### src/rtl/axi4l_mst_cmd.sv
`default_nettype none
// ============================================================================
// Module   : axi4l_mst_cmd
// Purpose  : Command-driven AXI4-Lite master. Each accepted command becomes
//            one AXI4-Lite read or write. The bus response, the RESP code and
//            the latency in cycles are returned on a valid/ready response
//            port. Only one transaction is outstanding at a time.
// Revision : 1.0 - initial release
// ============================================================================
module axi4l_mst_cmd #(
  parameter int C_ADDR_WIDTH = 12,
  parameter int C_DATA_WIDTH = 32
) (
  input  logic                      aclk,
  input  logic                      aresetn,
  // command port
  input  logic                      cmd_valid,
  output logic                      cmd_ready,
  input  logic                      cmd_write,
  input  logic [C_ADDR_WIDTH-1:0]   cmd_addr,
  input  logic [C_DATA_WIDTH-1:0]   cmd_wdata,
  input  logic [C_DATA_WIDTH/8-1:0] cmd_wstrb,
  // response port
  output logic                      rsp_valid,
  input  logic                      rsp_ready,
  output logic [C_DATA_WIDTH-1:0]   rsp_rdata,
  output logic [1:0]                rsp_resp,
  output logic [15:0]               rsp_cycles,
  // AW channel
  output logic [C_ADDR_WIDTH-1:0]   m_axi_awaddr,
  output logic [2:0]                m_axi_awprot,
  output logic                      m_axi_awvalid,
  input  logic                      m_axi_awready,
  // W channel
  output logic [C_DATA_WIDTH-1:0]   m_axi_wdata,
  output logic [C_DATA_WIDTH/8-1:0] m_axi_wstrb,
  output logic                      m_axi_wvalid,
  input  logic                      m_axi_wready,
  // B channel
  input  logic [1:0]                m_axi_bresp,
  input  logic                      m_axi_bvalid,
  output logic                      m_axi_bready,
  // AR channel
  output logic [C_ADDR_WIDTH-1:0]   m_axi_araddr,
  output logic [2:0]                m_axi_arprot,
  output logic                      m_axi_arvalid,
  input  logic                      m_axi_arready,
  // R channel
  input  logic [C_DATA_WIDTH-1:0]   m_axi_rdata,
  input  logic [1:0]                m_axi_rresp,
  input  logic                      m_axi_rvalid,
  output logic                      m_axi_rready
);

  localparam int          C_STRB_WIDTH = C_DATA_WIDTH / 8;
  localparam logic [15:0] C_CYCLES_MAX = 16'hFFFF;

  // Only 32- and 64-bit AXI4-Lite data buses exist; refuse anything else.
  if ((C_DATA_WIDTH != 32) && (C_DATA_WIDTH != 64)) begin : g_bad_data_width
    $error("axi4l_mst_cmd: C_DATA_WIDTH must be 32 or 64");
  end

  typedef enum logic [2:0] {
    S_IDLE  = 3'd0,
    S_WREQ  = 3'd1,
    S_WRESP = 3'd2,
    S_RREQ  = 3'd3,
    S_RRESP = 3'd4,
    S_DONE  = 3'd5
  } state_t;

  state_t r_state;
  state_t w_state_next;

  logic [C_ADDR_WIDTH-1:0] r_awaddr;
  logic                    r_awvalid;
  logic [C_DATA_WIDTH-1:0] r_wdata;
  logic [C_STRB_WIDTH-1:0] r_wstrb;
  logic                    r_wvalid;
  logic                    r_bready;
  logic [C_ADDR_WIDTH-1:0] r_araddr;
  logic                    r_arvalid;
  logic                    r_rready;
  logic                    r_rsp_valid;
  logic [C_DATA_WIDTH-1:0] r_rsp_rdata;
  logic [1:0]              r_rsp_resp;
  logic [15:0]             r_rsp_cycles;

  logic w_accept;
  logic w_aw_done;
  logic w_w_done;
  logic w_busy;

  // A command is taken only while idle; cmd_ready is purely a state decode.
  assign w_accept  = (r_state == S_IDLE) && cmd_valid;
  // A channel counts as done once its valid has dropped or is being accepted now.
  assign w_aw_done = !r_awvalid || m_axi_awready;
  assign w_w_done  = !r_wvalid  || m_axi_wready;
  assign w_busy    = (r_state == S_WREQ) || (r_state == S_WRESP) ||
                     (r_state == S_RREQ) || (r_state == S_RRESP);

  // State register.
  always_ff @(posedge aclk) begin
    if (!aresetn) begin
      r_state <= S_IDLE;
    end else begin
      r_state <= w_state_next;
    end
  end

  // Next-state decode for the transaction sequence.
  always_comb begin
    w_state_next = r_state;
    case (r_state)
      S_IDLE:  if (cmd_valid) w_state_next = cmd_write ? S_WREQ : S_RREQ;
      S_WREQ:  if (w_aw_done && w_w_done) w_state_next = S_WRESP;
      S_WRESP: if (m_axi_bvalid) w_state_next = S_DONE;
      S_RREQ:  if (m_axi_arready) w_state_next = S_RRESP;
      S_RRESP: if (m_axi_rvalid) w_state_next = S_DONE;
      S_DONE:  if (rsp_ready) w_state_next = S_IDLE;
      default: w_state_next = S_IDLE;
    endcase
  end

  // AW/W payload captured at accept; each valid drops independently after its handshake.
  always_ff @(posedge aclk) begin
    if (!aresetn) begin
      r_awaddr  <= '0;
      r_awvalid <= 1'b0;
      r_wdata   <= '0;
      r_wstrb   <= '0;
      r_wvalid  <= 1'b0;
    end else if (w_accept && cmd_write) begin
      r_awaddr  <= cmd_addr;
      r_awvalid <= 1'b1;
      r_wdata   <= cmd_wdata;
      r_wstrb   <= cmd_wstrb;
      r_wvalid  <= 1'b1;
    end else begin
      if (r_awvalid && m_axi_awready) r_awvalid <= 1'b0;
      if (r_wvalid && m_axi_wready)   r_wvalid  <= 1'b0;
    end
  end

  // AR payload captured at accept; arvalid held until arready.
  always_ff @(posedge aclk) begin
    if (!aresetn) begin
      r_araddr  <= '0;
      r_arvalid <= 1'b0;
    end else if (w_accept && !cmd_write) begin
      r_araddr  <= cmd_addr;
      r_arvalid <= 1'b1;
    end else if (r_arvalid && m_axi_arready) begin
      r_arvalid <= 1'b0;
    end
  end

  // Registered readies and rsp_valid follow the state being entered.
  always_ff @(posedge aclk) begin
    if (!aresetn) begin
      r_bready    <= 1'b0;
      r_rready    <= 1'b0;
      r_rsp_valid <= 1'b0;
    end else begin
      r_bready    <= (w_state_next == S_WRESP);
      r_rready    <= (w_state_next == S_RRESP);
      r_rsp_valid <= (w_state_next == S_DONE);
    end
  end

  // Capture the bus response; writes report zero read data.
  always_ff @(posedge aclk) begin
    if (!aresetn) begin
      r_rsp_rdata <= '0;
      r_rsp_resp  <= 2'b00;
    end else if ((r_state == S_WRESP) && m_axi_bvalid) begin
      r_rsp_rdata <= '0;
      r_rsp_resp  <= m_axi_bresp;
    end else if ((r_state == S_RRESP) && m_axi_rvalid) begin
      r_rsp_rdata <= m_axi_rdata;
      r_rsp_resp  <= m_axi_rresp;
    end
  end

  // Latency counter: cleared at accept, counts every bus-busy cycle, saturates.
  always_ff @(posedge aclk) begin
    if (!aresetn) begin
      r_rsp_cycles <= 16'd0;
    end else if (w_accept) begin
      r_rsp_cycles <= 16'd0;
    end else if (w_busy && (r_rsp_cycles != C_CYCLES_MAX)) begin
      r_rsp_cycles <= r_rsp_cycles + 16'd1;
    end
  end

  assign cmd_ready     = (r_state == S_IDLE);
  assign rsp_valid     = r_rsp_valid;
  assign rsp_rdata     = r_rsp_rdata;
  assign rsp_resp      = r_rsp_resp;
  assign rsp_cycles    = r_rsp_cycles;
  assign m_axi_awaddr  = r_awaddr;
  assign m_axi_awprot  = 3'b000;
  assign m_axi_awvalid = r_awvalid;
  assign m_axi_wdata   = r_wdata;
  assign m_axi_wstrb   = r_wstrb;
  assign m_axi_wvalid  = r_wvalid;
  assign m_axi_bready  = r_bready;
  assign m_axi_araddr  = r_araddr;
  assign m_axi_arprot  = 3'b000;
  assign m_axi_arvalid = r_arvalid;
  assign m_axi_rready  = r_rready;

endmodule
`default_nettype wire

### config.mk
export PLATFORM = sky130hd
export DESIGN_NAME = axi4l_mst_cmd
export DESIGN_NICKNAME = d
export VERILOG_FILES = /design/src/rtl/axi4l_mst_cmd.sv
export SDC_FILE = /design/constraint.sdc
export NUM_CORES = 1
export LEC_CHECK = 0
export BUFFER_PORTS_ARGS = -buffer_cell sky130_fd_sc_hd__buf_2
export CAP_MARGIN = 10
export CORE_ASPECT_RATIO = 0.7
export CORE_MARGIN = 2
export CORE_UTILIZATION = 35
export DETAILED_ROUTE_END_ITERATION = 10
export PLACE_DENSITY = 0.72
export SLEW_MARGIN = 20
export SYNTH_ARGS = -nofsm -noshare
export SYNTH_HDL_FRONTEND = slang
export SYNTH_SLANG_ARGS = --single-unit
### constraint.sdc
create_clock -name aclk -period 2.9 [get_ports aclk]
set_input_delay 0.58 -clock aclk [delete_from_list [all_inputs] [get_ports aclk]]
set_output_delay 0.58 -clock aclk [all_outputs]
set_load 0.02 [all_outputs]
; ---- Yosys cells after proc, flatten, opt, wreduce, memory -nomap -nowiden
; Cells that the tools add are included.
[classes]
addsub = 1
eq_ne = 9
n_mux = 16
n_bitwise = 1
reduce_logical = 25
[op_table]
columns = op, n
row1 = $mux 3, 6
row2 = $pmux 3 s6, 1
row3 = $add 16x1->16 const B, 1
row4 = $ne 16x16->1 const B, 1
row5 = $eq 3x3->1 const B, 4
row6 = $logic_and 1x1->1, 10
row7 = $eq 3x2->1 const B, 3
row8 = $reduce_bool 2->1, 4
row9 = $mux 1, 6
row10 = $mux 2, 3
row11 = $logic_or 1x1->1, 5
row12 = $reduce_or 2->1, 2
row13 = $eq 3x1->1 const B, 1
row14 = $logic_not 1->1, 3
row15 = $logic_not 3->1, 1
row16 = $not 1->1, 1
[word_totals]
reg_bits = 119
in_bits = 94
output_inout_bits = 123

; ---- Longest topological paths before layout
; Gate-level depths: netlist of run 1.
[logic_depth]
ltp_word = 6
mapped_depth = 7
mapped_depth_nobuf = 6

; ---- Worst setup path before layout of run 1
; Ideal clock, no wire load.
[synth_timing]
kind = flip-flop to flip-flop
from = reg r_rsp_cycles[0] (netlist: rsp_cycles[0])
to = reg r_rsp_cycles[7] (netlist: rsp_cycles[7])
arrival_ns = 1.688
required_ns = 2.779
path_slack_ns = 1.092
path_stages_with_launch = 8
path_cell_list = dfxtp_1 ha_1 and2_1 and3_1 clkbuf_1 a21oi_1 nand2_1 mux2_2
[synth_via]
elab_chain_cells = 2
elab_cells_between_ends = 3
classes_between = 1 x add/sub / 1 x eq/ne / 1 x reduce/logical
[synth_lines]
columns = element, line
row1 = from (decl), 87  ; logic [15:0] r_rsp_cycles;
row2 = from (signal assigned), 192  ; r_rsp_cycles <= r_rsp_cycles + 16'd1;
row3 = branches (longest 2 deep; another with $add 16x1->16), n/a
; Parallel ways; which one is timed is not known.
; A chain may end at the register's enable or synchronous reset.

; ---- Worst setup path in the final report of run 1
[layout_timing]
from = reg r_state[0]
to = out cmd_ready
[layout_via]
elab_chain_cells = 1
[layout_lines]
columns = element, line
row1 = from (decl), 72  ; state_t r_state;
row2 = from (signal assigned), 107  ; r_state <= w_state_next;
row3 = $logic_not 3->1, 196  ; assign cmd_ready = (r_state == S_IDLE);
row4 = to (decl), 18  ; output logic cmd_ready,
; Every way passes these cells.

==> run metrics, run 1 <==
Post-synth EDFFs 0; hpwl dp ~8900 um; Die Y between 100 and 150 um; cell taking the most area after synthesis dfxtp_1; # clock sinks between 100 and 150; Mapped Avg Cell Area 8.30 um2; Post-DRT Antenna Nets 0; gpl congestion 0.787; CP Launch Type register; worst hold path class input pin to register; worst path required time between 2 and 2.5 ns; CTS H-Tree Depth 4; drt drc 0; Post-Route WL between 10000 and 15000 um; port bufs 210; max_slew headroom a little under three fifths; DRT iter0 DRCs 101; RSZ-0062 raised after global routing false; initial antenna violation count 0; Power Density 696 nW/um2; Cells after Synth approximately 560; layout cells sized above 1 about a third; CTS tree built; Synth-to-Final Area Change 37.1%; Layout Cells excl Fill around 940; first-pass GRT wire length between 15000 and 20000 um; total gr overflow 0; Seq cells post-synth approximately 120; Worst Skew 0.00770 ns; router iterations before antenna repair 5; largest net degree at the start of global routing roughly 40; CTS clk-pin slew, worst paths roughly 0.06 ns; final setup vio count 0; Pleak between 2 and 3 nW; yosys warns 0; IR drop worst, VDD about 400 uV; n_diodes 0; reg2reg end m_axi_awaddr[4]; CP Max Fanout 14; fmax 465 MHz; max-slew violations 0; post-CTS setup buffers 0; maxcap violations 0; Worst setup EP type output port; Sum Neg Setup Slack 0 ns; final worst setup slack between 0.7 and 0.8 ns; pre-CTS setup slack between 0.6 and 0.7 ns; vias in the first global route just over 4000; DR WL/cell approximately 13 um; Unique masters post-synth 46; Min Hold Slack roughly 0.41 ns; worst slew pin tran about 0.64 ns; Tcrit/Tclk final roughly three quarters; worst path arrival time about 1.6 ns; Clock Path Buffers 2; status finished clean; CTS Hold Bufs 0; post-cts gate resize count 0; Tot Pwr about 4.5 mW; CTS buffer count 17; Critical Path Start r_state[0]; Final min period between 2 and 2.5 ns; Site Rows 35; Die X-Extent roughly 140 um; Final Cell Area approximately 6400 um2; IO Count 217; Vias between 4000 and 5000; vias per inst approximately 4.7; R2R Setup Slk between 0.8 and 0.9 ns; core area about 13000 um2; die area 14300 um2; Seq/Total Area, Yosys roughly half; worst skew pair latency roughly 0.40 ns; Most used DFF post-synth dfxtp_1; Initial Util between 30% and 40%; dpl cells about 900; cells on worst reg2reg path 6; Layout Utilization 49.0%; Async SR Flop Fraction 0%; hold_sp m_axi_rdata[7]; r2r startpoint r_state[1]; Final #Nets approximately 860; crit path kind register to output port; largest cells by area after synthesis dfxtp_1 51%, nand2_1 16%, a21boi_0 10%; Mapped Area 4680 um2; top cell type's share of synthesized area 50.9%; Clk Tree Root Cell clkbuf_16; area of placed instances around 5800 um2; GRT Total Usage roughly 17%; WHS Endpoint rsp_rdata[7]; hold path cells 3; final hold viol count 0
==> kinds of logic (layout without fill, tap and decap cells) <==
logic type / after synthesis / in the layout / share of synthesized area [%]
adders and majority gates: 1 / 1 / 0.267
and+or+nand+nor: 266 / 266 / 24.1
DFF: 119 / 119 / 50.9
AOI/OAI and AO/OA: 116 / 116 / 17.0
xor gates and xnor gates: 11 / 11 / 2.06
buffers and inverters: 46 / 253 / 4.70
muxes: 4 / 4 / 0.882
other: 1 / 6 / 0.0801
==> cell type report <==
cell class / instances / area [um2]
clock buffers: 18 / 439
clock inverters: 14 / 151
fillers: 1313 / 6670
inverters: 3 / 11.3
multi-input cells: 404 / 2110
flip-flops and latches: 119 / 2380
well taps: 166 / 208
repair buffers: 218 / 1120
==> power by group <==
group / internal, mW / switching (mW) / leakage (nW)
sequential: 1.73 / 0.0635 / 0.965
clock: 1.29 / 0.768 / 0.275
combinational: 0.225 / 0.394 / 1.61
==> metal layers <==
metal / vias to the layer above / share of wire (%) / track usage (%) / wire length, um
li1: 2249 / - / - / -
met1: 1994 / 48 / 22.4 / 5870
met2: 141 / 43 / 25.8 / 5240
met3: 15 / 8.6 / 6.70 / 1060
met4: 0 / 1.1 / 5.54 / 139
met5: - / 0 / 0 / 0
==> worst max-delay path, stage by stage, from the launching register on <==
cell and delay (ns):
dfxtp_1 0.45, or3_1 0.49, inv_1 0.08, buf_2 0.16
==> worst max-delay path by stage <==
| stage | end | cells past startpoint |
|---|---|---|
| global placement | m_axi_wdata[28] | 7 |
| CTS | cmd_ready | 3 |
| detailed placement | m_axi_awaddr[2] | 7 |
| global route | m_axi_awaddr[4] | 6 |
| finish | cmd_ready | 3 |
| floorplan | rsp_cycles[7] | 7 |
==> registers in the layout (all words and copies together) (netlist names), 2 cells and up <==
name and count:
m_axi_wdata 32, rsp_rdata 32, rsp_cycles 16, m_axi_araddr 12, m_axi_awaddr 12, m_axi_wstrb 4
r_state 3, rsp_resp 2
==> Yosys cell counts (2+ instances only) <==
cell type,instances
nand2_1,196
buf_6,2
buf_4,6
and4_1,2
nand3b_1,2
nand4_1,2
nor4_1,2
a21oi_1,37
clkbuf_1,27
xor2_1,2
o221ai_1,2
inv_1,3
buf_2,8
a211oi_1,3
or3_1,2
nor3_1,5
and3_1,3
and2_1,6
xnor2_1,9
nor2_1,21
a21boi_0,64
o21ai_0,2
dfxtp_1,119
nand2b_1,6
nor3b_1,2
nor4b_1,2
nand3_1,8
mux2i_1,3
==> cell usage in the layout, fill, tap and decap left out, types with 3 or more instances in the layout <==
| master | instances |
|---|---|
| inv_1 | 3 |
| nor3_1 | 5 |
| a211oi_1 | 3 |
| nor2_1 | 20 |
| and2_1 | 5 |
| nand2b_1 | 6 |
| a21oi_1 | 37 |
| conb_1 | 6 |
| clkbuf_16 | 17 |
| nand3_1 | 8 |
| xnor2_1 | 9 |
| a21boi_0 | 64 |
| and3_1 | 3 |
| buf_4 | 7 |
| dfxtp_1 | 119 |
| mux2i_1 | 3 |
| clkinvlp_4 | 5 |
| buf_2 | 210 |
| clkinv_4 | 3 |
| nand2_1 | 195 |
Note: power is estimated with default switching activity, not from simulation.
==> run 2: changes to the inputs <==
Clock period 2.9 ns to 2 ns, I/O delays scaled along.
==> run metrics, run 2 (same netlist as run 1, synthesis figures left out) <==
Site Rows 35; CP Max Fanout 12; dpl cells between 900 and 1000; post-CTS setup buffers 0; worst path arrival time roughly 1.5 ns; CP Launch Type register; vias per inst approximately 4.6; max-slew violations 0; hpwl dp a little under 9000 um; # fillers roughly 1300; Post-Route WL 12500 um; Power Density between 1000 and 1500 nW/um2; Pleak approximately 2.9 nW; total gr overflow 0; die area roughly 14000 um2; crit path kind register to output port; largest net degree at the start of global routing 50; Die Y a little over 100 um; core area approximately 13000 um2; Die X-Extent roughly 140 um; Clock Path Buffers 2; DRT iter0 DRCs 124; status finished clean; Final #Nets 863; gpl congestion 0.795; Slowest Stage Delay on Critical Path around 0.46 ns; Slowest-stage cell, CP or3_4; CTS buffer count 17; worst path required time approximately 1.6 ns; final setup vio count 0; first-pass GRT wire length roughly 20000 um; router iterations before antenna repair 4; Synth-to-Final Area Change 39.1%; layout cells sized above 1 between 30% and 40%; maxcap violations 0; drt drc 0; Sum Neg Setup Slack 0 ns; most common cell after layout, fill and taps aside buf_2; CTS clk-pin slew, worst paths about 0.060 ns; CTS H-Tree Depth 4; crit-path cells or3_4, inv_1, buf_2; Initial Util between 30% and 40%; vias in the first global route just over 4000; initial antenna violation count 0; n_diodes 0; Final min period ~1.9 ns; DR WL/cell around 13 um; WP buf/inv 2; final hold viol count 0; Vias ~4400; Worst Skew between 0.006 and 0.007 ns; Layout Cells excl Fill approximately 950; max_slew headroom 61.8%; CTS tree built; worst hold path class input pin to register; Clk Tree Root Cell clkbuf_16; # clock sinks roughly 120; Worst setup EP type output port; worst skew pair latency ~0.4 ns; fmax between 500 and 600 MHz; top cell family by delay on the critical path simple AND/OR/NAND/NOR gates; Post-DRT Antenna Nets 0; port bufs 210; most frequent cells in the layout 210 x buf_2, 195 x nand2_1, 119 x dfxtp_1, 64 x a21boi_0, 37 x a21oi_1; RSZ-0062 raised after global routing false; worst slew pin tran between 0.5 and 0.6 ns; Tcrit/Tclk final 95.1%; IR drop worst, VDD approximately 570 uV; IO Count around 220; GRT Total Usage between 10% and 20%
-- run 2: cell count changes in the layout (fill, tap and decap cells not counted) --
cell        change
buf_12          +2
buf_4           +3
bufinv_16       +1
clkbuf_1        +1
clkbuf_8        +2
clkinv_4        -1
clkinvlp_4      -1
inv_6           -2
or3_1           -1
or3_4           +1
-- run 2: area by class of cell --
cell class	instances	area, um2	share of cell area (%)
tap	166	208	3.19
clock inverter	11	148	2.27
sequential	119	2380	36.6
clock buffer	21	470	7.22
timing repair buffer	223	1190	18.2
multi-input combinational	404	2110	32.4
inverter	3	11.3	0.173
-- run 2: per-layer routing --
metal  up-vias  routed length [um]  global-route usage [%]
li1       2250                   -                       -
met1      1974                6080                    23.1
met2       143                5190                    25.5
met3        13                1060                    6.89
met4         0                 142                    5.31
met5         -                   0                       0
-- run 2: worst paths after layout --
| path | slack (ns) | endpoint | startpoint | cells after the start |
|---|---|---|---|---|
| worst max-delay path | 0.1 | cmd_ready | r_state[2] | 3 |
| worst min-delay path | 0.24 | rsp_rdata[1] | m_axi_rdata[1] | 3 |
| worst max register to register | 0.22 | rsp_cycles[12] | rsp_cycles[1] | 6 |
| worst min register to register | 0.45 | rsp_rdata[5] | rsp_rdata[5] | 2 |
-- run 2: timing repair --
item | 4_1_cts | 5_1_grt
hold buffers | 0 | 0
setup endpoints to repair | 0 | 1
resized for setup | 0 | 1
-- run 2: tightest hold or removal path, stage by stage --
cell	delay [ns]
buf_2	0.10
nand2_1	0.04
a21oi_1	0.05
-- run 2: report_power, final --
group | total, mW | leakage, nW | switching [mW] | internal [mW]
registers | 2.58 | 0.965 | 0.0762 | 2.51
clock network | 3.13 | 0.291 | 1.07 | 2.06
logic | 0.948 | 1.64 | 0.600 | 0.348
-- run 2: stage by stage --
stage	instance area [um2]	utilization (%)	power [mW]	worst slack, ns	hold slack, ns
6_report	6520	49.8	6.66	0.0986	0.236
5_1_grt	6520	49.8	6.94	0.0219	0.223
4_1_cts	6510	49.7	6.74	0.0366	0.218
3_5_place_dp	5890	45.0	3.58	0.298	0.443
3_3_place_gp	5890	45.0	3.57	0.326	0.439
2_1_floorplan	4700	-	3.21	0.192	0.535
==> run 3: changes to the inputs <==
--- a/config.mk
+++ b/config.mk
@@ -11,4 +11,5 @@
 export CORE_MARGIN = 2
 export CORE_UTILIZATION = 35
+export CTS_BUF_LIST = sky130_fd_sc_hd__clkbuf_16
 export DETAILED_ROUTE_END_ITERATION = 10
 export PLACE_DENSITY = 0.72
==> constraint.sdc (replaced) <==
create_clock -name aclk -period 2 [get_ports aclk]
set_input_delay 0.3 -clock aclk [delete_from_list [all_inputs] [get_ports aclk]]
set_output_delay 0.3 -clock aclk [all_outputs]
set_load 0.02 [all_outputs]
==> run metrics, run 3 (same netlist as run 1, synthesis figures left out) <==
status finished clean; vias per inst between 4 and 5; final worst setup slack 0.193 ns; RSZ-0062 raised after global routing false; first-pass GRT wire length between 20000 and 25000 um; Seq pwr share roughly two fifths; post-cts gate resize count 0; fmax between 500 and 600 MHz; GRT Total Usage between 15 and 20%; Post-DRT Antenna Nets 0; crit-path cells or3_1, inv_1, buf_2; most common cell after layout, fill and taps aside buf_2; CTS H-Tree Depth 4; Power Density just over 1000 nW/um2; Slowest Stage Delay on Critical Path about 0.48 ns; CTS clk-pin slew, worst paths ~0.06 ns; r2r startpoint rsp_cycles[0]; worst hold path class input pin to register; worst path arrival time about 1.5 ns; combinational share of power between 10 and 15%; switching pwr 1.78 mW; die area 14300 um2; Tcrit/Tclk final 90.4%; Slowest-stage cell, CP or3_1; largest net degree at the start of global routing about 50; crit path kind register to output port; Clock Path Buffers 2; drt drc 0; P_int between 4 and 5 mW; total gr overflow 0; most frequent cells in the layout 210 x buf_2, 195 x nand2_1, 119 x dfxtp_1, 64 x a21boi_0, 37 x a21oi_1; Sw Share between 20% and 30%; pre-CTS setup slack approximately 0.31 ns; Synth-to-Final Area Change 38.8%; Die X-Extent 142 um; router iterations before antenna repair 5; final setup vio count 0; worst skew pair latency slightly above 0.4 ns; CTS tree built; R2R Setup Slk around 0.27 ns; IR drop worst, VDD 562 uV; cells on worst reg2reg path 6; crit path to cmd_ready; Site Rows 35; worst path required time about 1.7 ns; maxcap violations 0; post-CTS setup buffers 0; Die Y between 100 and 150 um; Worst Skew ~0.006 ns; Final #Nets 864; Vias approximately 4400; Worst setup EP type output port; Pleak between 2 and 3 nW; Initial Util 35.8%; Clk Tree Root Cell clkbuf_16; Post-Route WL between 10000 and 15000 um; DRT iter0 DRCs roughly 110; CP Launch Type register; # clock sinks about 120; CTS buffer count 17; final hold viol count 0; IO Count 217; gpl congestion a little over 0.8; worst slew pin tran between 0.5 and 0.6 ns; Final min period 1.81 ns; initial antenna violation count 1; layout cells sized above 1 33.6%; core area ~13000 um2; max-slew violations 0; CP Max Fanout 6; Critical Path Start r_state[2]; CTS Hold Bufs 0; hpwl dp about 9000 um; Sum Neg Setup Slack 0 ns; Tot Pwr between 6 and 7 mW; Min Hold Slack 0.126 ns; clock share of power a little under half; port bufs 210; reg2reg end rsp_cycles[7]; vias in the first global route 4188; max_slew headroom between 60% and 70%; DR WL/cell between 10 and 15 um
## run 3: cell types whose count changed in the layout (fill, tap and decap cells not counted), sizes merged
cell and delta:
bufinv +1, inv +2, clkinv +2, clkinvlp -1, buf +1, clkbuf -4
diode +1
## run 3: layer usage
layer,global-route usage [%],vias up,routed length [um]
li1,-,2258,-
met1,22.7,1989,5780
met2,27.3,161,5470
met3,7.27,17,1170
met4,6.46,0,143
met5,0,-,0
## run 3: worst min path at each step
stage	slack, ns	end	cells after the start	from
global route	0.12	rsp_rdata[19]	3	m_axi_rdata[19]
floorplan	0.44	rsp_rdata[0]	2	m_axi_rdata[0]
finish	0.13	rsp_rdata[1]	3	m_axi_rdata[1]
CTS	0.11	rsp_rdata[1]	3	m_axi_rdata[1]
global placement	0.44	rsp_rdata[20]	2	rsp_rdata[20]
detailed placement	0.44	rsp_rdata[0]	2	rsp_rdata[0]
## run 3: metrics by stage
stage	utilization (%)	cell area (um2)	std cells
2_1_floorplan	-	4700	569
3_3_place_gp	45.0	5890	916
3_5_place_dp	45.0	5890	916
4_1_cts	49.6	6500	948
5_1_grt	49.6	6500	948
6_report	49.7	6500	949
## run 3: area by class of cell
cell class	instances	area [um2]
Tap cell	166	208
Clock buffer	17	425
Inverter	3	11.3
Timing Repair Buffer	224	1180
Multi-Input combinational cell	404	2110
Clock inverter	15	185
Antenna cell	1	2.50
Fill cell	1272	6590
Sequential cell	119	2380
## run 3: worst max-delay path: cells and delay by family, from the launching register on
kind	cells	cell delay (ns)
buffers and inverters	2	0.26
and+or+nand+nor	1	0.48
DFF	1	0.36
## run 3: power groups by stage
stage	sequential [mW]	clock, mW	combinational, mW
global route	2.60	3.34	1.05
detailed placement	2.63	0	0.951
finish	2.58	3.17	0.943
global placement	2.62	0	0.951
floorplan	2.78	0	0.437
CTS	2.58	3.23	0.954
